==> config.mk <==
export PLATFORM = sky130hd
export DESIGN_NAME = uart_tx_frame
export DESIGN_NICKNAME = d
export VERILOG_FILES = /design/src/rtl/uart_tx_frame.sv
export SDC_FILE = /design/constraint.sdc
export NUM_CORES = 1
export LEC_CHECK = 0
export CAP_MARGIN = 30
export CORE_UTILIZATION = 59
export DETAILED_ROUTE_END_ITERATION = 12
export HOLD_SLACK_MARGIN = 0.02
export MAX_ROUTING_LAYER = met4
export PLACE_DENSITY = 0.86
export SETUP_SLACK_MARGIN = 0.1
export SLEW_MARGIN = 10
export SYNTH_ARGS = -nofsm -noshare
export SYNTH_HDL_FRONTEND = slang
export SYNTH_SLANG_ARGS = --single-unit
==> constraint.sdc <==
create_clock -name CLK -period 3.7 [get_ports CLK]
set_input_delay 0.555 -clock CLK [delete_from_list [all_inputs] [get_ports CLK]]
set_output_delay 0.555 -clock CLK [all_outputs]
set_load 0.02 [all_outputs]
==> src/rtl/uart_tx_frame.sv <==
// uart_tx_frame: UART transmit framer/serializer.
// Sends start(0), DATA_WIDTH data bits LSB-first, optional parity and stop(1).
// Each bit lasts Prescale CLK cycles; a Prescale of 0 counts as 1.
// Build option: define UART_TX_PARITY_EN to add the parity bit (PAR_TYP 0=even, 1=odd).
module uart_tx_frame #(
    parameter int DATA_WIDTH = 8
) (
    input  logic                  CLK,
    input  logic                  RST,
    input  logic [DATA_WIDTH-1:0] P_DATA,
    input  logic                  Data_Valid,
    input  logic [5:0]            Prescale,
    input  logic                  PAR_TYP,
    output logic                  TX_OUT,
    output logic                  Busy
);

    localparam logic [3:0] IDX_LAST = 4'(DATA_WIDTH - 1);

    typedef enum logic [2:0] {
        S_IDLE   = 3'd0,
        S_START  = 3'd1,
        S_DATA   = 3'd2,
`ifdef UART_TX_PARITY_EN
        S_PARITY = 3'd3,
`endif
        S_STOP   = 3'd4
    } state_t;

    state_t                state, state_nx;
    logic [5:0]            bit_cnt, bit_cnt_nx;
    logic [5:0]            pre_q, pre_nx;
    logic [3:0]            idx, idx_nx;
    logic [DATA_WIDTH-1:0] shift, shift_nx, shift_sh;
    logic                  tx_q, tx_nx;
    logic                  busy_q, busy_nx;
    logic                  bit_end;
`ifdef UART_TX_PARITY_EN
    logic                  par_q, par_nx;
`else
    logic                  unused_par_typ;
    assign unused_par_typ = PAR_TYP;
`endif

    assign bit_end  = (bit_cnt == pre_q - 6'd1);
    assign shift_sh = shift >> 1;
    assign TX_OUT   = tx_q;
    assign Busy     = busy_q;

    // State and datapath registers; async reset leaves the line idle high.
    always_ff @(posedge CLK or negedge RST) begin
        if (!RST) begin
            state   <= S_IDLE;
            bit_cnt <= '0;
            pre_q   <= '0;
            idx     <= '0;
            shift   <= '0;
            tx_q    <= 1'b1;
            busy_q  <= 1'b0;
`ifdef UART_TX_PARITY_EN
            par_q   <= 1'b0;
`endif
        end else begin
            state   <= state_nx;
            bit_cnt <= bit_cnt_nx;
            pre_q   <= pre_nx;
            idx     <= idx_nx;
            shift   <= shift_nx;
            tx_q    <= tx_nx;
            busy_q  <= busy_nx;
`ifdef UART_TX_PARITY_EN
            par_q   <= par_nx;
`endif
        end
    end

    // Next state plus next line/busy values, so both outputs come straight from flops.
    always_comb begin
        state_nx   = state;
        bit_cnt_nx = bit_cnt;
        pre_nx     = pre_q;
        idx_nx     = idx;
        shift_nx   = shift;
        tx_nx      = tx_q;
        busy_nx    = busy_q;
`ifdef UART_TX_PARITY_EN
        par_nx     = par_q;
`endif
        case (state)
            S_IDLE: begin
                tx_nx      = 1'b1;
                busy_nx    = 1'b0;
                bit_cnt_nx = '0;
                idx_nx     = '0;
                if (Data_Valid) begin
                    // Start bit goes on the line at the accepting edge itself.
                    shift_nx = P_DATA;
                    pre_nx   = (Prescale == 6'd0) ? 6'd1 : Prescale;
`ifdef UART_TX_PARITY_EN
                    par_nx   = ^P_DATA ^ PAR_TYP;
`endif
                    tx_nx    = 1'b0;
                    busy_nx  = 1'b1;
                    state_nx = S_START;
                end
            end
            S_START: begin
                if (bit_end) begin
                    bit_cnt_nx = '0;
                    idx_nx     = '0;
                    tx_nx      = shift[0];
                    state_nx   = S_DATA;
                end else begin
                    bit_cnt_nx = bit_cnt + 6'd1;
                end
            end
            S_DATA: begin
                if (bit_end) begin
                    bit_cnt_nx = '0;
                    if (idx == IDX_LAST) begin
`ifdef UART_TX_PARITY_EN
                        tx_nx    = par_q;
                        state_nx = S_PARITY;
`else
                        tx_nx    = 1'b1;
                        state_nx = S_STOP;
`endif
                    end else begin
                        idx_nx   = idx + 4'd1;
                        shift_nx = shift_sh;
                        tx_nx    = shift_sh[0];
                    end
                end else begin
                    bit_cnt_nx = bit_cnt + 6'd1;
                end
            end
`ifdef UART_TX_PARITY_EN
            S_PARITY: begin
                if (bit_end) begin
                    bit_cnt_nx = '0;
                    tx_nx      = 1'b1;
                    state_nx   = S_STOP;
                end else begin
                    bit_cnt_nx = bit_cnt + 6'd1;
                end
            end
`endif
            S_STOP: begin
                if (bit_end) begin
                    bit_cnt_nx = '0;
                    tx_nx      = 1'b1;
                    busy_nx    = 1'b0;
                    state_nx   = S_IDLE;
                end else begin
                    bit_cnt_nx = bit_cnt + 6'd1;
                end
            end
            default: begin
                state_nx   = S_IDLE;
                bit_cnt_nx = '0;
                tx_nx      = 1'b1;
                busy_nx    = 1'b0;
            end
        endcase
    end

endmodule

==> out/results.tsv, run 1 <==
metric	value	unit
cts_tree	yes	
worst_pin_slew	729	ps
maxCapViolations	0	
r2r-end	shift[5]	
crit_family	compound AO/OA/AOI/OAI gates	
syn_area_per_cell	9.12	um^2
die_x	54.4	um
leakage	0.832	nW
hold_buffers	0	
place_inst	221	
setup_viol	0	
pwr-share-clk	0.188	
finalWirelength	3320	um
cts_buffer_depth	2	
cp_slowest_stage_delay	570	ps
p_sw_frac	0.388	
final_max_slew_viol_count	0	
p_sw	0.567	mW
cp-start-kind	register	
drive_gt1_frac	0.101	
hold_violations	0	
rr_startpoint	pre_q[0]	
die_area	2960	um^2
initial_core_util	0.638	
rsz0062_at_grt	false	
ios	20	
final_common_cell	dfrtp_1	
grt_pass1_vias	1301	
first_pass_iters	4	
synthDistinctLibCells	39	
worstSetupPathType	reg -> reg	
syn-num-nets	199	
crit_chain	inv_1 > ha_1 > nor2b_1 > or3_1 > a31o_2 > or2_0 > a21oi_1 > o22a_1	
clockRootBuffer	clkbuf_4	
critical_path.endpoint_type	register	
hold_start	shift[0]	
worst_slack	964	ps
cts_resized	0	
power-per-cell-area	761	nW/um^2
status	finished, final reports clean	
fillers	182	
yosysWarnings	0	
fin_tns_setup	0	ps
cp.buffers_inverters	1	
drc_errors	0	
ir_drop	0.570	mV
num_rows	18	
reg2reg_slack	960	ps
hold_depth	1	
hp-class	reg -> reg	
ys_seq_elements	29	
nNetsFinal	219	
chipHeight	54.4	um
avgRoutedWirePerCell	14.5	um
hold_path_end	shift[0]	
min_period	2740	ps
p_int	0.894	mW
post_synth_instance_area	1620	um^2
coreArea	2540	um^2
routabilityCongestion	0.831	
antenna_found_initial	0	
finalCritPeriodShare	0.740	
design_area	1920	um^2
postCtsSetupRepairBufs	0	
place_ws	1040	ps
cp.arrival	3000	ps
pwr-share-seq	0.384	
portBuffers	18	
final.setup_skew	5.81	ps
clk_latency	330	ps
vias_per_cell	6.17	
required	3970	ps
max_freq	365	MHz
drtIter0Drc	43	
place_area	1830	um^2
grt_max_degree	30	
grt_pass1_wl	5490	um
syn2layout_area_growth	18.3	%
cp_max_fo	8	
grtUsageTotal	0.276	
seq_area_frac_synth	0.448	
numCtsBuffers	5	
max_slew_margin	0.512	
layout_common_cells	dfrtp_1, nor2_1, clkdlybuf4s50_1	
antenna_left	0	
clock-sinks	29	
fin_cells	229	
dp_hpwl	2340	um
syn_inst	178	
p_comb_frac	0.428	
ff2ff_path_depth	8	
htree_num_levels	2	
cp_slowest_cell	a21oi_1	
diodes	0	
cts.clk_slew.worst_paths	100	ps
grt.overflow.total	0	
layout.core_utilization	0.755	
vias	1412	
-- area by class of cell --
cell class              count  area [um^2]  share of cell area
clock buffers               6         51.3              0.0267
clock inverters             2         37.5              0.0195
inverters                  15         56.3              0.0293
multi-input cells         126          808               0.421
flip-flops and latches     29          727               0.379
well taps                  30         37.5              0.0195
repair buffers             21          203               0.106
-- metal layers --
| layer | routed length (um) | part of all wire | vias up | global-route usage |
|---|---|---|---|---|
| met1 | 1530 | 0.46 | 690 | 0.319 |
| met2 | 1600 | 0.48 | 48 | 0.453 |
| met4 | 17 | 0.0051 | 0 | 0.0897 |
| li1 | - | - | 671 | - |
| met3 | 163 | 0.049 | 3 | 0.0861 |
| met5 | 0 | 0 | - | - |
-- flip-flops by register name (all words and copies together), names as in the netlist --
name	count
bit_cnt	6
idx	4
TX_OUT	1
state	3
pre_q	6
shift	8
Busy	1
-- cells in the mapped netlist (all sizes together) --
cell	n	area [um^2]
a2111oi	1	8.76
a211oi	1	7.51
a21o	1	7.51
a21oi	10	50.1
a221oi	1	8.76
a31o	1	8.76
a31oi	9	56.3
and2	1	6.26
and3b	1	8.76
buf	1	5.00
clkbuf	7	26.3
dfrtp	28	701
dfstp	1	26.3
ha	3	37.5
inv	15	56.3
mux2	4	45.0
mux2i	2	20.0
nand2	6	22.5
nand2b	2	12.5
nand3	7	35.0
nand3b	2	15.0
nand4	1	6.26
nand4b	1	15.0
nor2	24	90.1
nor2b	4	25.0
nor3	2	10.0
nor4	2	12.5
o21ai	12	60.1
o22a	7	61.3
o311a	1	10.0
o311ai	1	16.3
o31ai	2	15.0
o32ai	1	8.76
or2	3	18.8
or3	1	6.26
or4	2	15.0
xnor2	7	61.3
xor2	3	26.3
-- per-stage QoR --
stage                     hold WS, ps  power (mW)
final                             518        1.46
after floorplan                   259        1.02
after global routing              541        1.57
after global placement            493        1.14
after CTS                         517        1.46
after detailed placement          498        1.18
-- how the worst max path moves through the flow --
stage / startpoint / to / depth (start not counted)
after detailed placement: pre_q[0] / shift[7] / 8
after CTS: pre_q[0] / shift[5] / 8
final: pre_q[0] / shift[5] / 8
after global routing: pre_q[0] / shift[7] / 8
after global placement: pre_q[0] / shift[7] / 8
after floorplan: pre_q[0] / state[2] / 9
-- power groups by stage --
| stage | Sequential [mW] | Clock (mW) | Combinational, mW |
|---|---|---|---|
| 5_1_grt | 0.582 | 0.294 | 0.695 |
| 6_report | 0.561 | 0.275 | 0.625 |
| 3_5_place_dp | 0.565 | 0 | 0.616 |
| 2_1_floorplan | 0.539 | 0 | 0.479 |
| 3_3_place_gp | 0.557 | 0 | 0.583 |
| 4_1_cts | 0.559 | 0.282 | 0.620 |
-- worst register-to-register path, delay by kind of cell (launching register included) --
kind	cells	cell delay, ps
buffers and inverters	1	80
flip-flops	1	410
adder cells (fa/ha/maj)	1	240
AND/OR/NAND/NOR	3	840
AO/OA/AOI/OAI	3	1110
-- cells by family (layout without fill, tap and decap cells) --
group,after synthesis,count (layout),share of synthesized area
multiplexers,6,6,0.0401
AO/OA/AOI/OAI,48,48,0.197
flip-flops,29,29,0.448
AND/OR/NAND/NOR,59,59,0.184
adder cells (fa/ha/maj),3,3,0.0231
buffers and inverters,23,44,0.0540
XOR/XNOR,10,10,0.0540
Power figures use the tool's default switching activity.
==> run 2: changes to the inputs <==
--- a/config.mk
+++ b/config.mk
@@ -6,11 +6,11 @@
 export NUM_CORES = 1
 export LEC_CHECK = 0
 export CAP_MARGIN = 30
-export CORE_UTILIZATION = 59
+export CORE_UTILIZATION = 55
 export DETAILED_ROUTE_END_ITERATION = 12
 export HOLD_SLACK_MARGIN = 0.02
 export MAX_ROUTING_LAYER = met4
-export PLACE_DENSITY = 0.86
+export PLACE_DENSITY = 0.81
 export SETUP_SLACK_MARGIN = 0.1
 export SLEW_MARGIN = 10
 export SYNTH_ARGS = -nofsm -noshare
==> constraint.sdc (replaced) <==
create_clock -name CLK -period 2.65 [get_ports CLK]
set_input_delay 0.3975 -clock CLK [delete_from_list [all_inputs] [get_ports CLK]]
set_output_delay 0.3975 -clock CLK [all_outputs]
set_load 0.02 [all_outputs]
==> run 2 against run 1 <==
  * Combinational power increased by 51%
  * Flip-flop and latch count unchanged
  * Sequential power increased by 40%
  * Largest power group unchanged
==> out/results.tsv, run 2 (synthesis results as in run 1) <==
metric	value	unit
status	finished, final reports clean	
grt_pass1_vias	1385	
cp.arrival	2730	ps
num_rows	19	
portBuffers	18	
drtIter0Drc	50	
clk_latency	320	ps
cts.clk_slew.worst_paths	90	ps
vias	1388	
max_slew_margin	0.626	
worst_pin_slew	560	ps
grt_pass1_wl	5730	um
routabilityCongestion	0.820	
antenna_left	0	
min_period	2480	ps
chipHeight	56.3	um
hold_buffers	0	
syn2layout_area_growth	19.0	%
critical_path.endpoint_type	register	
hold_slack	454	ps
drive_gt1_frac	0.123	
nNetsFinal	225	
vias_per_cell	5.93	
grt_use_met1	0.263	
setup_viol	0	
diodes	0	
final_common_cell	dfrtp_1	
clockRootBuffer	clkbuf_4	
finalWirelength	3370	um
grtUsageMet2	0.423	
htree_num_levels	2	
hold_violations	0	
final_max_slew_viol_count	0	
cts_buffer_depth	2	
leakage	0.849	nW
grtUsageMet3	0.0622	
cts_tree	yes	
ios	20	
finalCritPeriodShare	0.937	
place_ws	133	ps
ir_drop	0.915	mV
die_area	3170	um^2
max_freq	403	MHz
maxCapViolations	0	
numCtsBuffers	5	
grt_max_degree	30	
fin_tns_setup	0	ps
avgRoutedWirePerCell	14.4	um
clock-sinks	29	
rsz0062_at_grt	false	
final.setup_skew	7.76	ps
coreArea	2780	um^2
power-per-cell-area	1020	nW/um^2
largest_register_ffs	8	
antenna_found_initial	0	
die_x	56.3	um
drc_errors	0	
cp-start-kind	register	
regMostFlops	shift	
cp_max_fo	7	
layout_common_cells	dfrtp_1, nor2_1, clkdlybuf4s50_1	
first_pass_iters	4	
grtUsageTotal	0.242	
hp-class	in -> async	
dp_hpwl	2450	um
grt.overflow.total	0	
worst_slack	168	ps
busiest_layer	met2	
top_regs	shift (8), bit_cnt (6), pre_q (6)	
initial_core_util	0.583	
worstSetupPathType	reg -> reg	
required	2900	ps
==> run 2: critical path: stages (launching register included) <==
cell	delay (ps)
dfrtp_1	410
inv_1	80
ha_1	240
nor2b_1	140
or3_1	360
a31o_4	270
or2_4	270
or4_1	480
a21oi_1	160
==> run 2: layer usage <==
metal  vias to the layer above  wire (um)
li1                        682          -
met1                       650       1410
met2                        48       1700
met3                         8        198
met4                         0         57
met5                         -          0
==> run 2: per-stage QoR <==
stage	total power [mW]	std cells	utilization	area (um^2)
final	1.96	234	0.695	1930
after detailed placement	1.67	226	0.670	1860
after floorplan	1.42	178	-	1620
after CTS	1.91	232	0.685	1910
after global placement	1.62	226	0.670	1860
after global routing	2.11	234	0.695	1930
==> run 2: final timing paths <==
kind / start / end / slack, ps / depth (start not counted)
setup / recovery: pre_q[0] / state[2] / 170 / 8
hold / removal: RST / pre_q[2] / 450 / 2
setup reg to reg: pre_q[0] / state[2] / 170 / 8
hold reg to reg: shift[2] / shift[2] / 510 / 1
max in group asynchronous: RST / TX_OUT / 1900 / 2
min in group CLK: shift[2] / shift[2] / 510 / 1
==> run 2: final cells by class <==
cell class	count	area (um^2)
clock buffers	5	37.5
clock inverters	1	5.00
fillers	214	850
inverters	15	56.3
multi-input cells	126	820
flip-flops and latches	29	727
well taps	31	38.8
repair buffers	27	248
==> run 2: power breakdown <==
part           internal (mW)  switching (mW)  leakage [nW]  total (mW)
registers              0.618           0.166         0.356       0.783
clock network         0.0917           0.143        0.0269       0.235
logic                  0.467           0.477         0.466       0.944
total                   1.18           0.786         0.849        1.96
==> run 2: repair_timing <==
item / in CTS / in global routing
gates resized for setup: 0 / 3
setup endpoints to repair: 0 / 11
buffers inserted: 0 / 2
==> run 3: changes to the inputs <==
--- a/config.mk
+++ b/config.mk
@@ -12,7 +12,7 @@
 export MAX_ROUTING_LAYER = met4
 export PLACE_DENSITY = 0.81
 export SETUP_SLACK_MARGIN = 0.1
-export SLEW_MARGIN = 10
+export SLEW_MARGIN = 20
 export SYNTH_ARGS = -nofsm -noshare
 export SYNTH_HDL_FRONTEND = slang
 export SYNTH_SLANG_ARGS = --single-unit
==> results of run 3 <==
No change in the layout: final DEF, timing and power equal those of run 2.
